`config.mk`:
```
export PLATFORM = sky130hd
export DESIGN_NAME = eth_frame_log_merger
export DESIGN_NICKNAME = d
export VERILOG_FILES = /design/src/rtl/eth_frame_log_merger.sv
export SDC_FILE = /design/constraint.sdc
export NUM_CORES = 1
export LEC_CHECK = 0
export ABC_AREA = 1
export BUFFER_PORTS_ARGS = -buffer_cell sky130_fd_sc_hd__buf_4
export CAP_MARGIN = 15
export CORE_MARGIN = 2
export CORE_UTILIZATION = 55
export DETAILED_ROUTE_END_ITERATION = 8
export PLACE_DENSITY = 0.82
export SLEW_MARGIN = 0
export SYNTH_ARGS = -nofsm -noshare
export SYNTH_HDL_FRONTEND = slang
export SYNTH_SLANG_ARGS = --single-unit
```
`constraint.sdc`:
```
create_clock -name clk -period 3.7 [get_ports clk]
set_input_delay 0.185 -clock clk [delete_from_list [all_inputs] [get_ports clk]]
set_output_delay 0.185 -clock clk [all_outputs]
set_load 0.01 [all_outputs]
```
`src/rtl/eth_frame_log_merger.sv`:
```
// eth_frame_log_merger: packet-atomic 2:1 round-robin merger of two log
// streams into one AXI4-Stream, with source tag on tid and a 2-entry
// registered output buffer.
//
// Ports:
//   clk, rst_n (async, active-low), srst (sync soft reset, active-high)
//   s_axis_log_a_* / s_axis_log_b_* : input log streams (tdata, tlast, tvalid, tready)
//   m_axis_log_*                    : merged stream (tdata, tid, tlast, tvalid, tready)
//   pkt_count_a / pkt_count_b       : wrapping counts of accepted records per source
module eth_frame_log_merger #(
  parameter int unsigned C_AXIS_LOG_WIDTH = 64
) (
  input  logic                        clk,
  input  logic                        rst_n,
  input  logic                        srst,
  input  logic [C_AXIS_LOG_WIDTH-1:0] s_axis_log_a_tdata,
  input  logic                        s_axis_log_a_tlast,
  input  logic                        s_axis_log_a_tvalid,
  output logic                        s_axis_log_a_tready,
  input  logic [C_AXIS_LOG_WIDTH-1:0] s_axis_log_b_tdata,
  input  logic                        s_axis_log_b_tlast,
  input  logic                        s_axis_log_b_tvalid,
  output logic                        s_axis_log_b_tready,
  output logic [C_AXIS_LOG_WIDTH-1:0] m_axis_log_tdata,
  output logic                        m_axis_log_tid,
  output logic                        m_axis_log_tlast,
  output logic                        m_axis_log_tvalid,
  input  logic                        m_axis_log_tready,
  output logic [31:0]                 pkt_count_a,
  output logic [31:0]                 pkt_count_b
);

  localparam int unsigned DW = C_AXIS_LOG_WIDTH;
  localparam int unsigned CW = 32;

  typedef enum logic [1:0] {
    IDLE   = 2'd0,
    PASS_A = 2'd1,
    PASS_B = 2'd2
  } state_t;

  state_t          state;
  state_t          state_nxt;
  logic            last_grant;      // 0 = A, 1 = B
  logic            last_grant_nxt;
  logic [1:0]      count;           // output buffer occupancy (0..2)
  logic [1:0]      count_nxt;

  logic            acc_a;
  logic            acc_b;
  logic            rec_done_a;
  logic            rec_done_b;
  logic            push;
  logic            pop;
  logic [DW-1:0]   push_data;
  logic            push_last;
  logic            push_tid;
  logic            ready_a_nxt;
  logic            ready_b_nxt;

  // Second buffer entry; the head entry is the m_axis_log_* register set.
  logic [DW-1:0]   tail_data;
  logic            tail_last;
  logic            tail_tid;

  // Next-state, handshake and occupancy decode.
  always_comb begin
    state_nxt      = state;
    last_grant_nxt = last_grant;

    acc_a      = s_axis_log_a_tvalid & s_axis_log_a_tready;
    acc_b      = s_axis_log_b_tvalid & s_axis_log_b_tready;
    rec_done_a = acc_a & s_axis_log_a_tlast;
    rec_done_b = acc_b & s_axis_log_b_tlast;
    push       = acc_a | acc_b;
    pop        = m_axis_log_tvalid & m_axis_log_tready;
    push_data  = acc_b ? s_axis_log_b_tdata : s_axis_log_a_tdata;
    push_last  = acc_b ? s_axis_log_b_tlast : s_axis_log_a_tlast;
    push_tid   = acc_b;

    unique case (state)
      IDLE: begin
        // On a tie, A wins only if B had the previous grant.
        if (s_axis_log_a_tvalid && (!s_axis_log_b_tvalid || last_grant)) begin
          state_nxt      = PASS_A;
          last_grant_nxt = 1'b0;
        end else if (s_axis_log_b_tvalid) begin
          state_nxt      = PASS_B;
          last_grant_nxt = 1'b1;
        end
      end
      PASS_A:  if (rec_done_a) state_nxt = IDLE;
      PASS_B:  if (rec_done_b) state_nxt = IDLE;
      default: state_nxt = IDLE;
    endcase

    count_nxt = count + 2'(push) - 2'(pop);

    // tready is registered from next-cycle state and occupancy, so it never
    // depends combinationally on m_axis_log_tready.
    ready_a_nxt = (state_nxt == PASS_A) && (count_nxt < 2'd2);
    ready_b_nxt = (state_nxt == PASS_B) && (count_nxt < 2'd2);
  end

  // State, buffer and counter registers.
  always_ff @(posedge clk or negedge rst_n) begin
    if (!rst_n) begin
      state               <= IDLE;
      last_grant          <= 1'b1;
      count               <= 2'd0;
      s_axis_log_a_tready <= 1'b0;
      s_axis_log_b_tready <= 1'b0;
      m_axis_log_tvalid   <= 1'b0;
      m_axis_log_tdata    <= '0;
      m_axis_log_tlast    <= 1'b0;
      m_axis_log_tid      <= 1'b0;
      tail_data           <= '0;
      tail_last           <= 1'b0;
      tail_tid            <= 1'b0;
      pkt_count_a         <= '0;
      pkt_count_b         <= '0;
    end else if (srst) begin
      state               <= IDLE;
      last_grant          <= 1'b1;
      count               <= 2'd0;
      s_axis_log_a_tready <= 1'b0;
      s_axis_log_b_tready <= 1'b0;
      m_axis_log_tvalid   <= 1'b0;
      m_axis_log_tdata    <= '0;
      m_axis_log_tlast    <= 1'b0;
      m_axis_log_tid      <= 1'b0;
      tail_data           <= '0;
      tail_last           <= 1'b0;
      tail_tid            <= 1'b0;
      pkt_count_a         <= '0;
      pkt_count_b         <= '0;
    end else begin
      state               <= state_nxt;
      last_grant          <= last_grant_nxt;
      count               <= count_nxt;
      s_axis_log_a_tready <= ready_a_nxt;
      s_axis_log_b_tready <= ready_b_nxt;
      m_axis_log_tvalid   <= (count_nxt != 2'd0);

      // Head: refill from tail when a full buffer pops, or take the new
      // beat when the buffer is (or becomes) empty at the head.
      if (pop && count == 2'd2) begin
        m_axis_log_tdata <= tail_data;
        m_axis_log_tlast <= tail_last;
        m_axis_log_tid   <= tail_tid;
      end else if (push && (count == 2'd0 || (pop && count == 2'd1))) begin
        m_axis_log_tdata <= push_data;
        m_axis_log_tlast <= push_last;
        m_axis_log_tid   <= push_tid;
      end

      if (push && !pop && count == 2'd1) begin
        tail_data <= push_data;
        tail_last <= push_last;
        tail_tid  <= push_tid;
      end

      if (rec_done_a) pkt_count_a <= pkt_count_a + CW'(1);
      if (rec_done_b) pkt_count_b <= pkt_count_b + CW'(1);
    end
  end

endmodule

```
# --- Word-level counts from Yosys, hierarchy flattened ---
# Cells that the tools add are included.
op_classes:
  eq_ne: 6
  mux: 35
  n_reduce_logical: 22
  bitwise_logic: 6
  order_cmp: 1
  add_sub_neg: 4
op_table:
  columns: ["op", "count"]
  rows:
  - ["2-to-1 mux 64 bit", 6]
  - ["2-to-1 mux 32 bit", 4]
  - ["adder 32 x 1 -> 32 bit, second input constant", 2]
  - ["2-to-1 mux 1 bit", 18]
  - ["2-to-1 mux 2 bit", 6]
  - ["nonzero test 2 bit", 5]
  - ["logical AND 1 bit", 8]
  - ["equality test 2 x 1 -> 1 bit, second input constant", 3]
  - ["equality test 2 bit, second input constant", 3]
  - ["case mux 2 bit (3 select lines)", 1]
  - ["nonzero test 3 bit", 2]
  - ["bitwise AND 1 bit", 5]
  - ["logical NOT 2 bit", 2]
  - ["adder 2 x 1 -> 2 bit", 1]
  - ["logical NOT 1 bit", 2]
  - ["logical OR 1 bit", 2]
  - ["less-than comparator 2 bit, second input constant", 1]
  - ["AND reduction 2 bit", 1]
  - ["subtractor 2 x 1 -> 2 bit", 1]
  - ["bitwise OR 1 bit", 1]
word_totals:
  output_inout_bits: 133
  wordCells: 88
  regBits: 204
  in_bits: 136

# --- Depth between registers and ports, before layout ---
depth:
  word_depth: 8
  mapped_depth: 9
  mapped_depth_nobuf: 9

# --- Worst setup path before layout ---
# No wires, ideal clock.
synth_path:
  path_kind: "register -> register"
  start: "reg s_axis_log_b_tready"
  end: "reg tail_data[13]"
  arrival_ns: 1.636
  t_required_ns: 3.634
  period_less_slack_ns: 1.702
  path_stages_with_launch: 9
  path_buffers: 2
  setup_ns: 0.066
  setup_slack_ns: 1.998
  path_cell_list: "dfrtp_1 -> nand2_1 -> nand2_1 -> ha_1 -> nand3_1 -> clkbuf_1 -> clkbuf_1 -> nand3_1 -> nand2_1"
synth_between:
  elab_chain_len: 5
  word_cells_on_any_way: 8
  classes_between: "3 x mux; 2 x bitwise; 3 x reduce/logical"
synth_lines:
  columns: ["element", "line", "source"]
  rows:
  - ["start: declaration", "23", "output logic s_axis_log_b_tready,"]
  - ["start signal: assignment", "142", "s_axis_log_b_tready <= ready_b_nxt;"]
  - ["bitwise AND 1 bit (*)", "72", "acc_b = s_axis_log_b_tvalid & s_axis_log_b_tready;"]
  - ["bitwise OR 1 bit", "75", "push = acc_a | acc_b;"]
  - ["logical AND 1 bit (2 in series)", "157", "if (push && !pop && count == 2'd1) begin"]
  - ["nonzero test 2 bit (no line)", null, null]
  - ["end signal: assignment", "158", "tail_data <= push_data;"]
  - ["end: declaration", "62", "logic [DW-1:0] tail_data;"]
# Mark *: on every way between the ends. The rest lies on a longest branch, timed or not. The select of a mux whose other input is x is not followed.
# A chain may end at the register's enable or synchronous reset.

# --- Worst setup path after layout ---
layout_path:
  start: "reg s_axis_log_b_tready"
  end: "reg tail_data[49]"
# Same word-level chain as after synthesis.

==> key figures <==
Status
  • Status: finished clean

Setup path
  • CP endpoint kind: flop
  • Critical Path AT: 2.98 ns
  • Reg2Reg Launch Point: s_axis_log_b_tready
  • WP data required: 4.14 ns
  • Critical path's top delay family: simple AND/OR/NAND/NOR gates
  • CP Launch Type: flop
  • Critical path buffers and inverters: 1
  • Slowest stage delay, CP: 0.77 ns
  • Max FO, Critical Path: 41
  • CP cell instances: nand2_2, nand2_1, ha_1, nand3_2, nand2_2, buf_4, nand3_1, nand2_1
  • Worst path slowest cell: dfrtp_2
  • Critical path type: flop to flop
  • Critical Path Start: s_axis_log_b_tready

Pwr
  • Net Switching: 1950 uW
  • Power per Cell Area: 465 mW/mm^2
  • Int Pwr: 4380 uW
  • Clk pwr share: 0.330
  • Logic gate share of total power: 0.233
  • Sequential fraction of design power: 0.437
  • Switching Share: 0.308
  • Max VDD drop: 0.348 mV
  • Lkg Pwr: 0.00672 uW

STA
  • Setup Skew: 0.0105 ns
  • Crit share post-route: 0.686
  • TNS Setup: 0 ns
  • Fmax: 394 MHz
  • Post-route minimum period: 2.54 ns
  • Setup-failing EPs final: 0
  • RSZ-0062 raised after global routing: false
  • Final max-slew violation count: 0
  • Worst-Margin Slew: 0.967 ns
  • Slew HR: 0.356
  • Final Hold Vio Count: 0

Global route
  • GRT overflow: 0
  • Tot GR Track Use: 0.284
  • Largest net degree at the start of global routing: 262
  • First-pass GRT wire length: 48.1 mm
  • Vias in the first global route: 9,720
  • Initial antenna violation count: 0

Routing
  • Total number of vias: 10,900
  • Iter 0 DRT Violations: 907
  • Post-route DRC: 0
  • Vias/cell: 5.56
  • Post-Route WL: 30.7 mm
  • DRT antenna net count: 0
  • Wire per inst: 15.6 um
  • DR pass1 iterations: 5

Synthesis
  • Synth warn: 0
  • Synth Register Bits: 204
  • Async S/R FF share, synth: 1.00
  • Mapped Cells: 1,482
  • Yosys cell types: 30
  • Synth Flop Type: dfrtp_1
  • Synth Area per Inst: 7.31 um^2
  • Post-Syn Nets: 1,623
  • Synth Cell Area: 0.0108 mm^2
  • Register area share after synthesis: 0.471
  • EDFF count, synth: 0

CTS
  • Setup Fix Bufs, Post-CTS: 0
  • Clk slew on worst S/H paths: 0.06 ns
  • CTS tree: done
  • Num CTS Buffers: 23
  • Clock sink total: 204
  • CTS root buf: clkbuf_16
  • H-tree Lvls: 1
  • Clock Latency Late Sink: 0.51 ns
  • Largest buffer count on any clock path: 3

Floorplanning
  • Die Span X: 144 um
  • Die height: 144 um
  • Initial Util: 0.558
  • Die area: 0.0208 mm^2
  • Row count: 51
  • Top-level port count: 269
  • Core footprint: 0.0194 mm^2

Cells and area
  • Area Growth Syn to Fin: 25.7%
  • Commonest non-fill, non-tap cell in the layout: nand3_1
  • Fillers: 1,682
  • Nets: 1,832
  • Share of layout cells above drive strength 1: 0.195
  • Finished Layout Cells: 1,970
  • ANT cells: 0
  • Commonest non-fill, non-tap cells in the layout: 369 x nand3_1, 351 x nand2_1, 278 x buf_4

Run
  • Max Cap Viol: 0

Worst hold path
  • Hold_sp: s_axis_log_a_tdata[45]
  • HP Class: input port to flop

Placed design
  • Final Wtd Congestion: 0.865
  • Post-Place Cells: 1,929
  • IO Port Bufs: 268
  • Dpl hpwl: 20.2 mm
==> final timing paths <==
path | to | slack [ns] | cells past startpoint
max | tail_data[49] | 1.16 | 8
min | tail_data[45] | 0.02 | 5
max reg2reg | tail_data[49] | 1.16 | 8
min reg2reg | tail_data[5] | 0.51 | 2
max in group asynchronous | m_axis_log_tdata[25] | 2.37 | 3
min in group asynchronous | m_axis_log_tdata[19] | 0.29 | 2
==> final cells by class <==
cell class / instances / area (um^2) / share of cell area
Sequential cell: 204 / 5110 / 0.375
Clock inverter: 5 / 31.3 / 0.00230
Timing Repair Buffer: 284 / 2180 / 0.160
Multi-Input combinational cell: 1103 / 5030 / 0.369
Clock buffer: 34 / 647 / 0.0475
Inverter: 75 / 289 / 0.0212
Tap cell: 265 / 332 / 0.0244
==> metrics by stage <==
step | setup slack (ns) | util | instance area, um^2 | power, uW | hold WS, ns
global route | 0.939 | 0.702 | 13600 | 6640 | 0.0388
finish | 1.16 | 0.702 | 13600 | 6330 | 0.0196
global placement | 1.30 | 0.666 | 12900 | 4230 | 0.269
CTS | 1.19 | 0.702 | 13600 | 6370 | 0.0109
detailed placement | 1.22 | 0.666 | 12900 | 4270 | 0.271
floorplan | 2.00 | - | 10800 | 3540 | -0.111
==> state kept, by name, indices dropped and copies added, names as in the netlist <==
| signal | cells |
|---|---|
| count | 2 |
| last_grant | 1 |
| m_axis_log_tdata | 64 |
| m_axis_log_tid | 1 |
| m_axis_log_tlast | 1 |
| m_axis_log_tvalid | 1 |
| pkt_count_a | 32 |
| pkt_count_b | 32 |
| s_axis_log_a_tready | 1 |
| s_axis_log_b_tready | 1 |
| state | 2 |
| tail_data | 64 |
| tail_last | 1 |
| tail_tid | 1 |
==> cells by family after synthesis <==
family          share of synthesized area
simple gates                        0.384
compound gates                     0.0693
flops                               0.471
xor+xnor                          0.00243
buf+inv                            0.0668
fa+ha+maj                         0.00578
==> synth_stat cells (2+ instances only) <==
cell	instances	area (um^2)
clkbuf_1	48	180
nand4_1	11	68.8
buf_1	11	41.3
inv_2	2	7.51
xnor2_1	2	17.5
buf_6	2	22.5
dfrtp_1	203	5080
o21ai_0	21	105
nor2_2	7	43.8
ha_1	5	62.6
buf_2	38	190
nor3_1	9	45.0
a21oi_1	41	205
nand2_1	354	1330
nand3_1	371	1860
nor2_1	203	762
nor3b_1	3	22.5
inv_1	73	274
a31oi_1	67	419
==> routing by layer <==
layer / GRT usage / share of wire / up-vias
met5: 0 / 0 / -
met1: 0.370 / 0.41 / 5117
li1: - / - / 5370
met4: 0.0864 / 0.028 / 0
met3: 0.0483 / 0.069 / 63
met2: 0.488 / 0.49 / 398
==> power by group through the flow <==
stage / Clock [uW] / Sequential, uW / Combinational (uW)
floorplan: 0 / 2850 / 696
global placement: 0 / 2780 / 1450
detailed placement: 0 / 2800 / 1480
CTS: 2130 / 2760 / 1480
global route: 2210 / 2810 / 1630
finish: 2090 / 2770 / 1480
==> worst min-delay path: stages <==
cell and delay (ns):
buf_4 0.07, nand2_1 0.04, nand2_1 0.07, nand3_1 0.07, nand2_1 0.05
==> timing repair <==
| action | in CTS | in global routing |
|---|---|---|
| endpoints found under the hold margin | 86 | 0 |
| resized for setup | 0 | 0 |
| hold buffers | 2 | 0 |
| endpoints found under the setup margin | 0 | 0 |
Note: power is estimated with default switching activity, not from simulation.
